$ cat config.mk
export PLATFORM = sky130hd
export DESIGN_NAME = axis_video_stream_mon
export DESIGN_NICKNAME = d
export VERILOG_FILES = /design/src/rtl/axis_video_stream_mon.sv
export SDC_FILE = /design/constraint.sdc
export NUM_CORES = 1
export LEC_CHECK = 0
export BUFFER_PORTS_ARGS = -buffer_cell sky130_fd_sc_hd__buf_4
export CAP_MARGIN = 0
export CORE_ASPECT_RATIO = 2
export CORE_MARGIN = 4
export CORE_UTILIZATION = 45
export CTS_CLUSTER_SIZE = 30
export DETAILED_ROUTE_END_ITERATION = 8
export PLACE_DENSITY = 0.65
export SETUP_SLACK_MARGIN = 0.2
export SLEW_MARGIN = 10
export SYNTH_ARGS = -nofsm -noshare
export SYNTH_HDL_FRONTEND = slang
export SYNTH_SLANG_ARGS = --single-unit
$ cat constraint.sdc
create_clock -name aclk -period 6.8 [get_ports aclk]
set_input_delay 1.36 -clock aclk [delete_from_list [all_inputs] [get_ports aclk]]
set_output_delay 1.36 -clock aclk [all_outputs]
set_load 0.02 [all_outputs]
$ cat src/rtl/axis_video_stream_mon.sv
// AXI4-Stream video passthrough monitor: geometry, rate and error statistics behind a registered read port.
// Define AXIS_MON_STALL_CNT_EN to build the per-window source-starve / sink-backpressure counters.
module axis_video_stream_mon #(
    parameter int DATA_WIDTH  = 48,
    parameter int TUSER_WIDTH = 1,
    parameter int TDEST_WIDTH = 4,
    parameter int FREQ_HZ     = 100000000,
    parameter int MIN_FPS     = 3,
    parameter int GEO_WIDTH   = 16
) (
    input  logic                   aclk,
    input  logic                   areset,

    input  logic                   s_axis_tvalid,
    output logic                   s_axis_tready,
    input  logic [DATA_WIDTH-1:0]  s_axis_tdata,
    input  logic                   s_axis_tlast,
    input  logic [TUSER_WIDTH-1:0] s_axis_tuser,
    input  logic [TDEST_WIDTH-1:0] s_axis_tdest,

    output logic                   m_axis_tvalid,
    input  logic                   m_axis_tready,
    output logic [DATA_WIDTH-1:0]  m_axis_tdata,
    output logic                   m_axis_tlast,
    output logic [TUSER_WIDTH-1:0] m_axis_tuser,
    output logic [TDEST_WIDTH-1:0] m_axis_tdest,

    input  logic [GEO_WIDTH-1:0]   cfg_width,
    input  logic [GEO_WIDTH-1:0]   cfg_height,
    input  logic                   err_clr,
    input  logic [2:0]             rd_addr,
    output logic [31:0]            rd_data,
    output logic                   stream_ok,
    output logic                   err_irq
);

    localparam int WIN_W = (FREQ_HZ > 1) ? $clog2(FREQ_HZ) : 1;

    function automatic logic [31:0] sat_add32(input logic [31:0] a, input logic inc);
        return (&a) ? a : a + {31'b0, inc};
    endfunction

    // The data path is wires only, so the monitor can never disturb the video.
    assign m_axis_tvalid = s_axis_tvalid;
    assign m_axis_tdata  = s_axis_tdata;
    assign m_axis_tlast  = s_axis_tlast;
    assign m_axis_tuser  = s_axis_tuser;
    assign m_axis_tdest  = s_axis_tdest;
    assign s_axis_tready = m_axis_tready;

    logic beat, sof, eol, tick;
    assign beat = s_axis_tvalid & m_axis_tready;
    assign sof  = beat & s_axis_tuser[0];
    assign eol  = beat & s_axis_tlast;

    logic [WIN_W-1:0]     win_cnt;
    logic [GEO_WIDTH-1:0] col_cnt, col_inc, line_cnt, line_base, line_next;
    logic [GEO_WIDTH-1:0] line_len, frame_lines;
    logic [31:0]          frame_beat_cnt, frame_beats;
    logic [31:0]          fps_cnt, sec_beat_cnt, fps, beats_per_sec;
    logic [31:0]          fps_sum, beat_sum;
    logic [31:0]          stall_src, stall_snk;
    logic [31:0]          rd_next;
    logic                 frame_seen, col_sat;
    logic                 err_width, err_height, err_sof_mid;
    logic                 width_evt, height_evt, sof_mid_evt;

    assign tick      = (win_cnt == WIN_W'(FREQ_HZ - 1));
    assign col_sat   = &col_cnt;
    assign col_inc   = col_sat ? col_cnt : col_cnt + GEO_WIDTH'(1);
    assign line_base = sof ? '0 : line_cnt;
    assign line_next = (eol && !(&line_base)) ? line_base + GEO_WIDTH'(1) : line_base;
    assign fps_sum   = sat_add32(fps_cnt, sof);
    assign beat_sum  = sat_add32(sec_beat_cnt, beat);

    assign width_evt   = (eol && (cfg_width != '0) && (col_inc != cfg_width)) || col_sat;
    assign height_evt  = sof && frame_seen && (cfg_height != '0) && (line_cnt != cfg_height);
    assign sof_mid_evt = sof && (col_cnt != '0);

    // Per-window counters restart at this cycle's event so a tick-cycle event lands in both windows.
    always_ff @(posedge aclk) begin
        if (areset) begin
            win_cnt       <= '0;
            fps_cnt       <= '0;
            sec_beat_cnt  <= '0;
            fps           <= '0;
            beats_per_sec <= '0;
            stream_ok     <= 1'b0;
        end else begin
            win_cnt <= tick ? '0 : win_cnt + WIN_W'(1);
            if (tick) begin
                fps           <= fps_sum;
                beats_per_sec <= beat_sum;
                stream_ok     <= (fps_sum >= 32'(MIN_FPS));
                fps_cnt       <= {31'b0, sof};
                sec_beat_cnt  <= {31'b0, beat};
            end else begin
                fps_cnt      <= fps_sum;
                sec_beat_cnt <= beat_sum;
            end
        end
    end

    always_ff @(posedge aclk) begin
        if (areset) begin
            col_cnt        <= '0;
            line_len       <= '0;
            line_cnt       <= '0;
            frame_lines    <= '0;
            frame_beat_cnt <= '0;
            frame_beats    <= '0;
            frame_seen     <= 1'b0;
        end else begin
            if (eol) begin
                line_len <= col_inc;
                col_cnt  <= '0;
            end else if (beat) begin
                col_cnt <= col_inc;
            end
            if (beat) begin
                line_cnt <= line_next;
            end
            // The first SOF after reset only arms latching; there is no complete frame behind it yet.
            if (sof) begin
                frame_beat_cnt <= 32'd1;
                frame_seen     <= 1'b1;
                if (frame_seen) begin
                    frame_lines <= line_cnt;
                    frame_beats <= frame_beat_cnt;
                end
            end else if (beat) begin
                frame_beat_cnt <= sat_add32(frame_beat_cnt, 1'b1);
            end
        end
    end

    always_ff @(posedge aclk) begin
        if (areset) begin
            err_width   <= 1'b0;
            err_height  <= 1'b0;
            err_sof_mid <= 1'b0;
            err_irq     <= 1'b0;
        end else begin
            err_width   <= (err_width   & ~err_clr) | width_evt;
            err_height  <= (err_height  & ~err_clr) | height_evt;
            err_sof_mid <= (err_sof_mid & ~err_clr) | sof_mid_evt;
            err_irq     <= err_width | err_height | err_sof_mid;
        end
    end

`ifdef AXIS_MON_STALL_CNT_EN
    logic [31:0] src_cnt, snk_cnt;
    logic        src_evt, snk_evt;
    assign src_evt = ~s_axis_tvalid & m_axis_tready;
    assign snk_evt = s_axis_tvalid & ~m_axis_tready;

    always_ff @(posedge aclk) begin
        if (areset) begin
            src_cnt   <= '0;
            snk_cnt   <= '0;
            stall_src <= '0;
            stall_snk <= '0;
        end else if (tick) begin
            stall_src <= sat_add32(src_cnt, src_evt);
            stall_snk <= sat_add32(snk_cnt, snk_evt);
            src_cnt   <= {31'b0, src_evt};
            snk_cnt   <= {31'b0, snk_evt};
        end else begin
            src_cnt <= sat_add32(src_cnt, src_evt);
            snk_cnt <= sat_add32(snk_cnt, snk_evt);
        end
    end
`else
    assign stall_src = '0;
    assign stall_snk = '0;
`endif

    // Measurements are hidden until the stream has proven itself alive for a full window.
    always_comb begin
        rd_next = '0;
        case (rd_addr)
            3'd0: rd_next = 32'(line_len);
            3'd1: rd_next = 32'(frame_lines);
            3'd2: rd_next = fps;
            3'd3: rd_next = beats_per_sec;
            3'd4: rd_next = frame_beats;
            3'd5: rd_next = {26'b0, err_sof_mid, err_height, err_width, 2'b0, stream_ok};
            3'd6: rd_next = stall_src;
            3'd7: rd_next = stall_snk;
            default: rd_next = '0;
        endcase
        if (!stream_ok && (rd_addr <= 3'd4)) begin
            rd_next = '0;
        end
    end

    always_ff @(posedge aclk) begin
        if (areset) begin
            rd_data <= '0;
        end else begin
            rd_data <= rd_next;
        end
    end

endmodule

==> run summary <==
Synth warnings: 0
Leak Pwr: 5.57 nW
Net Count, Synth: 1896
Slowest stage cell, crit path: clkinv_1
Via Count: 12600
Sequential share of the synthesized area: 42.8%
Full die area: 36500 um2
Clock share of power: 45.4%
Post-Syn Area: 15000 um2
# clock sinks: 321
Global Route met3 Usage: 3.24%
GR Overflow Total: 0
Total GRT Usage: 23.9%
Final-report setup violation count: 0
Logic pwr share: 4.2%
Setup CP Type: in -> reg
Mapped Cells: 1793
Total power: 3.76 mW
Worst vdd ir: 0.000194 V
Busiest grt layer: met2
Area grow syn2layout: 8.80%
Crit-path max FO: 12
Wire per inst: 20.0 um
Critical-path cell list: buf_4 -> nand3_1 -> clkinv_1 -> ha_1 -> ha_1 -> nand3_1 -> nor2_1 -> and2_1 -> nand4b_1 -> xor2_1 -> nor4bb_1 -> and4_1 -> a21oi_1
Setup TNS: 0 ns
Dpl ws: 2.34 ns
Initial DRC Count: 691
Met1 usage: 25.0%
Worst skew pair latency: 0.58 ns
Outcome: complete, no violations
TritonCTS clock tree: done
Clock buffer depth: 3
Worst-path clk slew: 0.07 ns
Worst Setup Slack, final: 2.84 ns
Top post-synthesis cells by area: dfxtp_1 (43%), nor2_1 (8.0%), xor2_1 (5.3%), nand2_1 (4.7%), xnor2_1 (3.7%)
Vias/cell: 5.72
Largest net degree at the start of global routing: 89
Initial Util: 45.6%
Max-cap violations: 0
Slew headroom: 33.8%
TritonCTS buffer count: 30
Yosys cell types: 75
CP Launch Type: input port
IO Count: 184
Die span in x: 137 um
Max Freq: 252 MHz
First-pass GRT wire length: 68.4 mm
Fraction of layout cells with a size suffix above 1: 9.91%
Drt pass-1 iters: 6
Max-slew violations: 0
Worst hold path type: reg -> reg
Setup bufs post-CTS: 0
Vias in the first global route: 12400
Flop pwr share: 50.4%
Core area: 32900 um2
Synth area leader: dfxtp_1
Worst Setup End Kind: flip-flop
Diode count: 0
Post-layout minimum cycle time: 3.96 ns
Worst-Margin Slew: 0.994 ns
CP bufs+invs: 2
PwrDens: 230 nW/um2
Synth top area share: 42.8%
Final period utilization: 58.3%
CP max stage delay: 0.43 ns
Fillers: 3172
Die H: 266 um
Buffers on Ports: 79
Number of synthesized flops with an enable pin: 0
Seq cells post-synth: 321
Root Buffer: clkbuf_16
CP required: 7.24 ns
H-tree levels: 1
Skew final: 0.0267 ns
Largest delay share family, worst path: simple AND/OR/NAND/NOR gates
ANT nets after route: 0
CTS Hold Bufs: 0
Nets: 1857
Detailed-route wire length: 44.2 mm
CP Data Arrival Time: 4.41 ns
Internal: 2.88 mW
RSZ-0062 raised after global routing: false
Top_reg_cell synth: dfxtp_1
Endpoints failing hold: 0
Initial antenna violation count: 0
Switch share: 23.4%
Syn_area_per_cell: 8.38 um2
Post_cts resized: 0
Sw power: 0.880 mW
Placer congestion estimate: 0.957
Residual DRC count: 0
Met2 Use GR: 43.4%
Rows: 94
Final HPWL from detailed placement: 32.1 mm
Post-synth ARST share: 0%
layer usage:
layer,up-vias,share of wire [%]
met5,-,0
met4,0,7.4
met3,156,4.6
met2,360,52
met1,6018,36
li1,6093,-
synth_stat cells (3+ instances only):
master    instances
nor2_1          322
dfxtp_1         321
nand2_1         188
a21oi_1         102
xor2_1           91
nand3_1          73
a211oi_1         72
clkbuf_1         69
xnor2_1          64
buf_4            62
nand4_1          57
nor3_1           34
mux2i_1          32
o21ai_0          28
and3_1           27
nor4_1           27
or3_1            20
buf_2            15
inv_1            15
and2_1           14
and4_1           14
a22oi_1          12
mux4_2           11
nor2b_1          10
ha_1              9
nand2b_1          7
buf_1             6
o31ai_1           6
a221oi_1          5
buf_6             5
or2_2             5
o22ai_1           4
a21boi_0          3
a31oi_1           3
nor3b_1           3
nor4b_1           3
kinds of logic (layout without fill, tap and decap cells):
| family | after synthesis | count (layout) | synth area share, % |
|---|---|---|---|
| xor gates and xnor gates | 156 | 156 | 9.20 |
| and+or+nand+nor | 820 | 820 | 25.6 |
| buffers and inverters | 178 | 161 | 6.50 |
| AOI/OAI and AO/OA | 264 | 264 | 11.3 |
| muxes | 45 | 45 | 3.93 |
| DFF | 321 | 321 | 42.8 |
| adders and majority gates | 9 | 9 | 0.750 |
state kept, by name, indices dropped and copies added (netlist names), 16 cells and up:
name / count
beats_per_sec: 32
fps: 32
fps_cnt: 32
frame_beat_cnt: 32
frame_beats: 32
rd_data: 32
sec_beat_cnt: 32
win_cnt: 27
col_cnt: 16
frame_lines: 16
line_cnt: 16
line_len: 16
per-stage QoR:
step	utilization (%)	hold slack (ns)	instances	instance area (um2)
6_report	49.6	0.457	2208	16300
5_1_grt	49.6	0.476	2208	16300
4_1_cts	49.6	0.458	2208	16300
3_5_place_dp	46.6	0.449	2154	15300
3_3_place_gp	46.6	0.441	2154	15300
2_1_floorplan	-	0.429	1793	15000
power by group through the flow:
stage               registers [mW]  clock network, mW  logic [mW]
CTS                           1.90               1.75       0.156
finish                        1.90               1.71       0.157
detailed placement            1.94                  0       0.155
global placement              1.94                  0       0.154
floorplan                     1.94                  0       0.139
global route                  1.90               1.83       0.168
placed cells by master, fill, tap and decap left out, types with 20 or more instances in the layout:
master,synthesis,final
a211oi_1,72,72
a21oi_1,102,102
and3_1,27,27
buf_4,62,90
clkbuf_16,0,30
dfxtp_1,321,321
mux2i_1,32,32
nand2_1,188,188
nand3_1,73,73
nand4_1,57,57
nor2_1,322,322
nor3_1,34,33
nor4_1,27,25
o21ai_0,28,28
or3_1,20,20
xnor2_1,64,64
xor2_1,91,91
worst min-delay path, stage by stage, from the launching register on:
cell,delay (ns)
dfxtp_1,0.31
nand2_1,0.05
a21oi_1,0.05
cell type report:
type / count / area [um2] / share of cell area (%)
Clock buffer: 36 / 823 / 5.04
Clock inverter: 18 / 178 / 1.09
Inverter: 17 / 63.8 / 0.390
Multi-Input combinational cell: 1294 / 7640 / 46.7
Sequential cell: 321 / 6430 / 39.3
Tap cell: 432 / 541 / 3.31
Timing Repair Buffer: 90 / 676 / 4.13
worst paths after layout:
check                                  to  cells past startpoint                         start  slack, ns
max reg2reg          err_width$_SDFF_PP0_                      9       col_cnt[0]$_SDFFE_PP0N_       3.11
min reg2reg  frame_lines[15]$_SDFFE_PP0P_                      2  frame_lines[15]$_SDFFE_PP0P_       0.46
max                stream_ok$_SDFFE_PP0P_                     13                 s_axis_tvalid       2.84
min          frame_lines[15]$_SDFFE_PP0P_                      2  frame_lines[15]$_SDFFE_PP0P_       0.46
No activity file was read; power rests on OpenSTA's default activity.
